===== src/rtl/pac_pkg.sv =====
// Shared definitions for the Pacman design: game state encoding and coordinate widths.
package pac_pkg;

  // Game-level state; this encoding is also decoded by Display and KeyControl.
  typedef enum logic [1:0] {
    ST_IDLE  = 2'd0,
    ST_PLAY  = 2'd1,
    ST_DYING = 2'd2,
    ST_OVER  = 2'd3
  } game_state_t;

  localparam int unsigned X_W = 10;
  localparam int unsigned Y_W = 10;

endpackage


===== src/rtl/pac_collide.sv =====
// Combinational proximity test between two sprites: hit when both axis
// distances are strictly less than HIT_DIST pixels.
module pac_collide
  import pac_pkg::*;
#(
  parameter int unsigned HIT_DIST = 12
) (
  input  logic [X_W-1:0] a_x_i,
  input  logic [Y_W-1:0] a_y_i,
  input  logic [X_W-1:0] b_x_i,
  input  logic [Y_W-1:0] b_y_i,
  output logic           hit_o
);

  logic [X_W-1:0] dx;
  logic [Y_W-1:0] dy;

  // Unsigned magnitude of the per-axis difference, then threshold compare.
  always_comb begin
    dx    = (a_x_i >= b_x_i) ? (a_x_i - b_x_i) : (b_x_i - a_x_i);
    dy    = (a_y_i >= b_y_i) ? (a_y_i - b_y_i) : (b_y_i - a_y_i);
    hit_o = ({1'b0, dx} < (X_W+1)'(HIT_DIST)) && ({1'b0, dy} < (Y_W+1)'(HIT_DIST));
  end

endmodule


===== src/rtl/pac_game_ctrl.sv =====
// Central game sequencer: IDLE/PLAY/DYING/OVER state machine, frame-gated
// movement strobe, mover reload pulse, collision handling, lives/score/pellets.
module pac_game_ctrl
  import pac_pkg::*;
#(
  parameter int unsigned LIVES_INIT    = 3,
  parameter int unsigned HIT_DIST      = 12,
  parameter int unsigned DEATH_TICKS   = 60,
  parameter int unsigned PELLETS_TOTAL = 240,
  parameter int unsigned PELLET_PTS    = 10
) (
  input  logic        clk,
  input  logic        rst,
  input  logic        tick,
  input  logic        start,
  input  logic [9:0]  pac_x,
  input  logic [9:0]  pac_y,
  input  logic [9:0]  ghost_x,
  input  logic [8:0]  ghost_y,
  input  logic        pellet_eaten,
  output logic [1:0]  state,
  output logic        move_en,
  output logic        reload,
  output logic        won,
  output logic [2:0]  lives,
  output logic [15:0] score
);

  game_state_t state_q;
  logic [2:0]  lives_q;
  logic [15:0] score_q;
  logic [15:0] pellets_q;
  logic [7:0]  death_q;
  logic        move_en_q;
  logic        reload_q;
  logic        won_q;

  logic        hit;
  logic [16:0] score_sum;
  logic [15:0] score_d;
  logic [16:0] pellets_d;
  logic        last_pellet;

  pac_collide #(.HIT_DIST(HIT_DIST)) u_collide (
    .a_x_i (pac_x),
    .a_y_i (pac_y),
    .b_x_i (ghost_x),
    .b_y_i ({1'b0, ghost_y}),
    .hit_o (hit)
  );

  // Saturating score increment and pellet-count win detection.
  always_comb begin
    score_sum   = {1'b0, score_q} + 17'(PELLET_PTS);
    score_d     = score_sum[16] ? '1 : score_sum[15:0];
    pellets_d   = {1'b0, pellets_q} + 17'd1;
    last_pellet = (pellets_d == 17'(PELLETS_TOTAL));
  end

  // Game state machine with registered strobes and counters.
  always_ff @(posedge clk) begin
    if (rst) begin
      state_q   <= ST_IDLE;
      lives_q   <= 3'(LIVES_INIT);
      score_q   <= '0;
      pellets_q <= '0;
      death_q   <= '0;
      move_en_q <= 1'b0;
      reload_q  <= 1'b0;
      won_q     <= 1'b0;
    end else begin
      move_en_q <= 1'b0;
      reload_q  <= 1'b0;
      unique case (state_q)
        ST_IDLE, ST_OVER: begin
          if (start) begin
            state_q   <= ST_PLAY;
            reload_q  <= 1'b1;
            lives_q   <= 3'(LIVES_INIT);
            score_q   <= '0;
            pellets_q <= '0;
            won_q     <= 1'b0;
          end
        end
        ST_PLAY: begin
          move_en_q <= tick;
          if (pellet_eaten) begin
            score_q   <= score_d;
            pellets_q <= pellets_d[15:0];
          end
          // A winning pellet takes precedence over a same-edge collision.
          if (pellet_eaten && last_pellet) begin
            state_q <= ST_OVER;
            won_q   <= 1'b1;
          end else if (tick && hit) begin
            state_q <= ST_DYING;
            lives_q <= lives_q - 3'd1;
            death_q <= 8'(DEATH_TICKS);
          end
        end
        ST_DYING: begin
          if (tick) begin
            death_q <= death_q - 8'd1;
            if (death_q == 8'd1) begin
              if (lives_q == 3'd0) begin
                state_q <= ST_OVER;
                won_q   <= 1'b0;
              end else begin
                state_q  <= ST_PLAY;
                reload_q <= 1'b1;
              end
            end
          end
        end
        default: state_q <= ST_IDLE;
      endcase
    end
  end

  assign state   = state_q;
  assign move_en = move_en_q;
  assign reload  = reload_q;
  assign won     = won_q;
  assign lives   = lives_q;
  assign score   = score_q;

endmodule


===== config.mk =====
export PLATFORM = sky130hd
export DESIGN_NAME = pac_game_ctrl
export DESIGN_NICKNAME = d
export VERILOG_FILES = /design/src/rtl/pac_pkg.sv /design/src/rtl/pac_collide.sv /design/src/rtl/pac_game_ctrl.sv
export SDC_FILE = /design/constraint.sdc
export NUM_CORES = 1
export LEC_CHECK = 0
export CORE_MARGIN = 2
export CORE_UTILIZATION = 30
export CTS_BUF_LIST = sky130_fd_sc_hd__clkbuf_8
export CTS_CLUSTER_DIAMETER = 200
export DETAILED_ROUTE_END_ITERATION = 7
export PLACE_DENSITY = 0.54
export SYNTH_ARGS = -nofsm -noshare
export SYNTH_HDL_FRONTEND = slang
export SYNTH_HIERARCHICAL = 1
export SYNTH_SLANG_ARGS = --single-unit

===== constraint.sdc =====
create_clock -name clk -period 4.3 [get_ports clk]
set_input_delay 1.075 -clock clk [delete_from_list [all_inputs] [get_ports clk]]
set_output_delay 1.075 -clock clk [all_outputs]
set_load 0.05 [all_outputs]

==> summary.txt <==
Die
  • I/O Pins: 68
  • Row cnt: 45
  • Die footprint: 16,360 sq um
  • CORE AREA: 15,090 sq um
  • Die Y: 127.9 microns
  • Die width: 127.9 microns
  • Initial Util: 30.53%

Placement
  • Final RePlAce weighted congestion: 0.9072
  • Dpl cells: 902
  • IO buf count: 67
  • Dpl hpwl: 9533 microns

Clock tree
  • H-tree levels: 2
  • Clock sink count: 48
  • Clk buf depth: 2
  • Hold_buf cts: 0
  • CTS tree: yes
  • Num CTS Buffers: 5
  • Skew-Pair Late Insertion Delay: 300 ps
  • Clock transition at the registers of the reported paths: 90 ps
  • Root Buffer: clkbuf_8

Critical path
  • Crit path max fanout: 7
  • Worst r2r src: pellets_q[0]
  • Critical path origin: pac_x[7]
  • Startpoint types: primary input
  • WS Path Type: primary input to flip-flop
  • WP data required: 4500 ps
  • Crit path arrival time: 4390 ps
  • Nature of the critical path endpoint: flip-flop

Global route
  • Initial antenna violation count: 0
  • Gr usage total: 14.84%
  • M1 GR Usage: 18.22%
  • Largest net degree at the start of global routing: 30
  • GRT overflow: 0
  • M2 GR Usage: 27.43%
  • Met3 Usage GRT: 2.671%
  • GR peak layer: met2
  • First-pass GRT wire length: 20,570 microns
  • Vias in the first global route: 4,545

Yosys
  • Yosys top cell area share: 20.86%
  • Post-synthesis register bit count: 48
  • Synthesized area: 4607 sq um
  • Yosys warns: 6
  • Primary FF master, synth: dfxtp_1
  • Top cells by area, synth: dfxtp_1 (21%), ha_1 (12%), a21oi_1 (5.6%)
  • Part of the Yosys area used for sequential elements: 20.86%
  • Post-synth EDFFs: 0
  • Most area-hungry cell type in the Yosys netlist: dfxtp_1
  • Synth Area per Inst: 7.491 sq um
  • Fraction of registers with async set or reset after synthesis: 0%
  • Synth cell types: 82
  • Synth Instances: 615
  • Post-Syn Nets: 705

Power and ir drop
  • Leakage: 0.002538 uW
  • Pwr dens: 274.1 nW/um^2
  • Peak VDD IR: 0.1556 mV
  • Power, Total: 1697 uW

Cells and area
  • P&R area growth vs syn: 34.41%
  • Nets@finish: 816
  • Finished Layout Cells: 915
  • FILL cells: 1,543
  • Share of cells above drive strength 1: 17.06%
  • Antenna cells: 0

Route
  • Vias: 4,828
  • WL final: 12,490 microns
  • Final ANT Viol Nets: 0
  • Vias/cell: 5.277
  • Remaining DRCs: 0
  • Avg WL per Cell: 13.65 microns
  • Drt initial violations: 282
  • First-pass detailed-route iteration total: 5

STA
  • Final min period: 4192 ps
  • Fmax achieved: 0.2385 GHz
  • Final period utilization: 97.50%
  • Final hold vios: 0
  • Endpoints failing setup: 0
  • Clock Skew: 7.850 ps
  • Max-slew headroom: 39.71%
  • Pins Over Slew Limit: 0
  • Worst slew pin tran: 901.5 ps

Min path
  • Hold Crit Class: flip-flop to flip-flop
  • Min-delay src: state[0]

Outcome
  • Status: finished clean

Job
  • Max-cap violations: 0
==> cells in the mapped netlist, drive strengths merged, types with 3 or more instances <==
master   instances
o2111ai          3
o211a            3
nand2b          12
and3             9
dfxtp           48
and2             4
a31oi           13
nor4b            3
nor2            66
a21boi           3
or3              8
a22o             4
clkbuf          23
nand3b           3
xnor2           18
nand2           34
o21ai           35
o211ai           5
buf             11
nand4           14
ha              46
nand3           18
o21a             6
nor3            14
nor2b            5
and4             3
a211oi          10
inv             58
a311oi          12
a211o            4
or2              3
o21bai           3
nor4             7
a21o             3
o22ai            6
mux2i            6
xor2             8
a21oi           53
a22oi            4
==> per-layer routing <==
metal / vias up / part of all wire (%)
met5: - / 0
met4: 0 / 1.0
met3: 13 / 3.4
met2: 94 / 51
met1: 2283 / 45
li1: 2438 / -
==> cells by family (layout without fill, tap and decap cells) <==
group,Yosys count,in the layout,synth area share (%)
and+or+nand+nor,210,210,23.87
AOI/OAI and AO/OA,185,185,27.62
buffers and inverters,92,204,8.582
DFF,48,48,20.86
adders and majority gates,46,46,12.49
xor gates and xnor gates,26,26,4.943
muxes,7,7,1.548
other,1,1,0.08140
==> critical path, cell delays in order <==
cell and delay (ps):
clkdlybuf4s50_1 470, inv_1 70, ha_4 250, a21oi_2 140, o21ai_1 80, a221o_1 310, a41oi_2 280, mux2i_1 280
o31ai_2 100, xor2_1 190, nor4b_4 320, inv_2 90, buf_4 140, a211oi_2 140, buf_4 190, o211ai_1 80
and3_1 180
==> sequential cells by signal, summed over array words and instances, names as in the netlist <==
register,flops
pellets_q,16
state,2
lives,3
reload,1
death_q,8
score,16
won,1
move_en,1
==> layout by cell type (no fill, tap or decap), types with 6 or more instances in the layout <==
master and n:
a211oi_1 9, nand3_1 18, mux2i_1 6, nand2b_1 12, a21oi_1 49, o22ai_1 6
nand4_1 13, nor4_1 6, inv_1 56, ha_1 37, xor2_1 8, clkdlybuf4s50_1 62
a311oi_1 9, or3_1 8, nand2_1 34, and3_1 9, xnor2_1 18, o21ai_0 30
buf_4 69, ha_4 8, dfxtp_1 48, nor2_1 65, a31oi_1 10, nor3_1 14
o21a_1 6
==> final cells by class <==
class	count	area, sq um	area share [%]
well taps	188	235.2	3.799
multi-input cells	475	3438	55.53
clock buffers	5	68.82	1.111
repair buffers	138	1232	19.90
inverters	58	217.7	3.516
flip-flops and latches	48	960.9	15.52
clock inverters	3	38.79	0.6264
==> metrics by stage <==
| stage | cell area [sq um] | setup TNS [ps] | worst slack (ps) | util [%] | hold slack, ps |
|---|---|---|---|---|---|
| after detailed placement | 5843 | -3351 | -357.9 | 38.72 | 487.8 |
| after CTS | 5959 | 0 | 17.04 | 39.49 | 503.4 |
| final | 6192 | 0 | 107.5 | 41.04 | 506.3 |
| after floorplan | 4607 | 0 | 295.6 | - | 463.0 |
| after global placement | 5843 | -2578 | -312.9 | 38.72 | 479.7 |
| after global routing | 6192 | -58.23 | -27.31 | 41.04 | 555.2 |
==> where the power goes <==
| group | switching [uW] | total (uW) | internal [uW] | leakage, uW |
|---|---|---|---|---|
| Combinational | 512 | 878 | 367 | 0.00209 |
| Clock | 159 | 329 | 171 | 0.0000593 |
| Sequential | 22.4 | 490 | 467 | 0.000387 |
| Total | 693 | 1700 | 1000 | 0.00254 |
==> path summary, 6_finish.rpt <==
kind	endpoint	cells after the start	slack [ps]
hold reg to reg	state[0]	2	510
setup reg to reg	death_q[1]	9	1440
hold / removal	state[0]	2	510
setup / recovery	death_q[5]	17	110
==> what timing repair did <==
item	in CTS	in global routing
endpoints found under the hold margin	0	0
pin swaps	2	13
endpoints found under the setup margin	4	12
setup buffers	1	4
gates cloned	0	0
resized for setup	2	35
(Power assumes the default switching activity.)
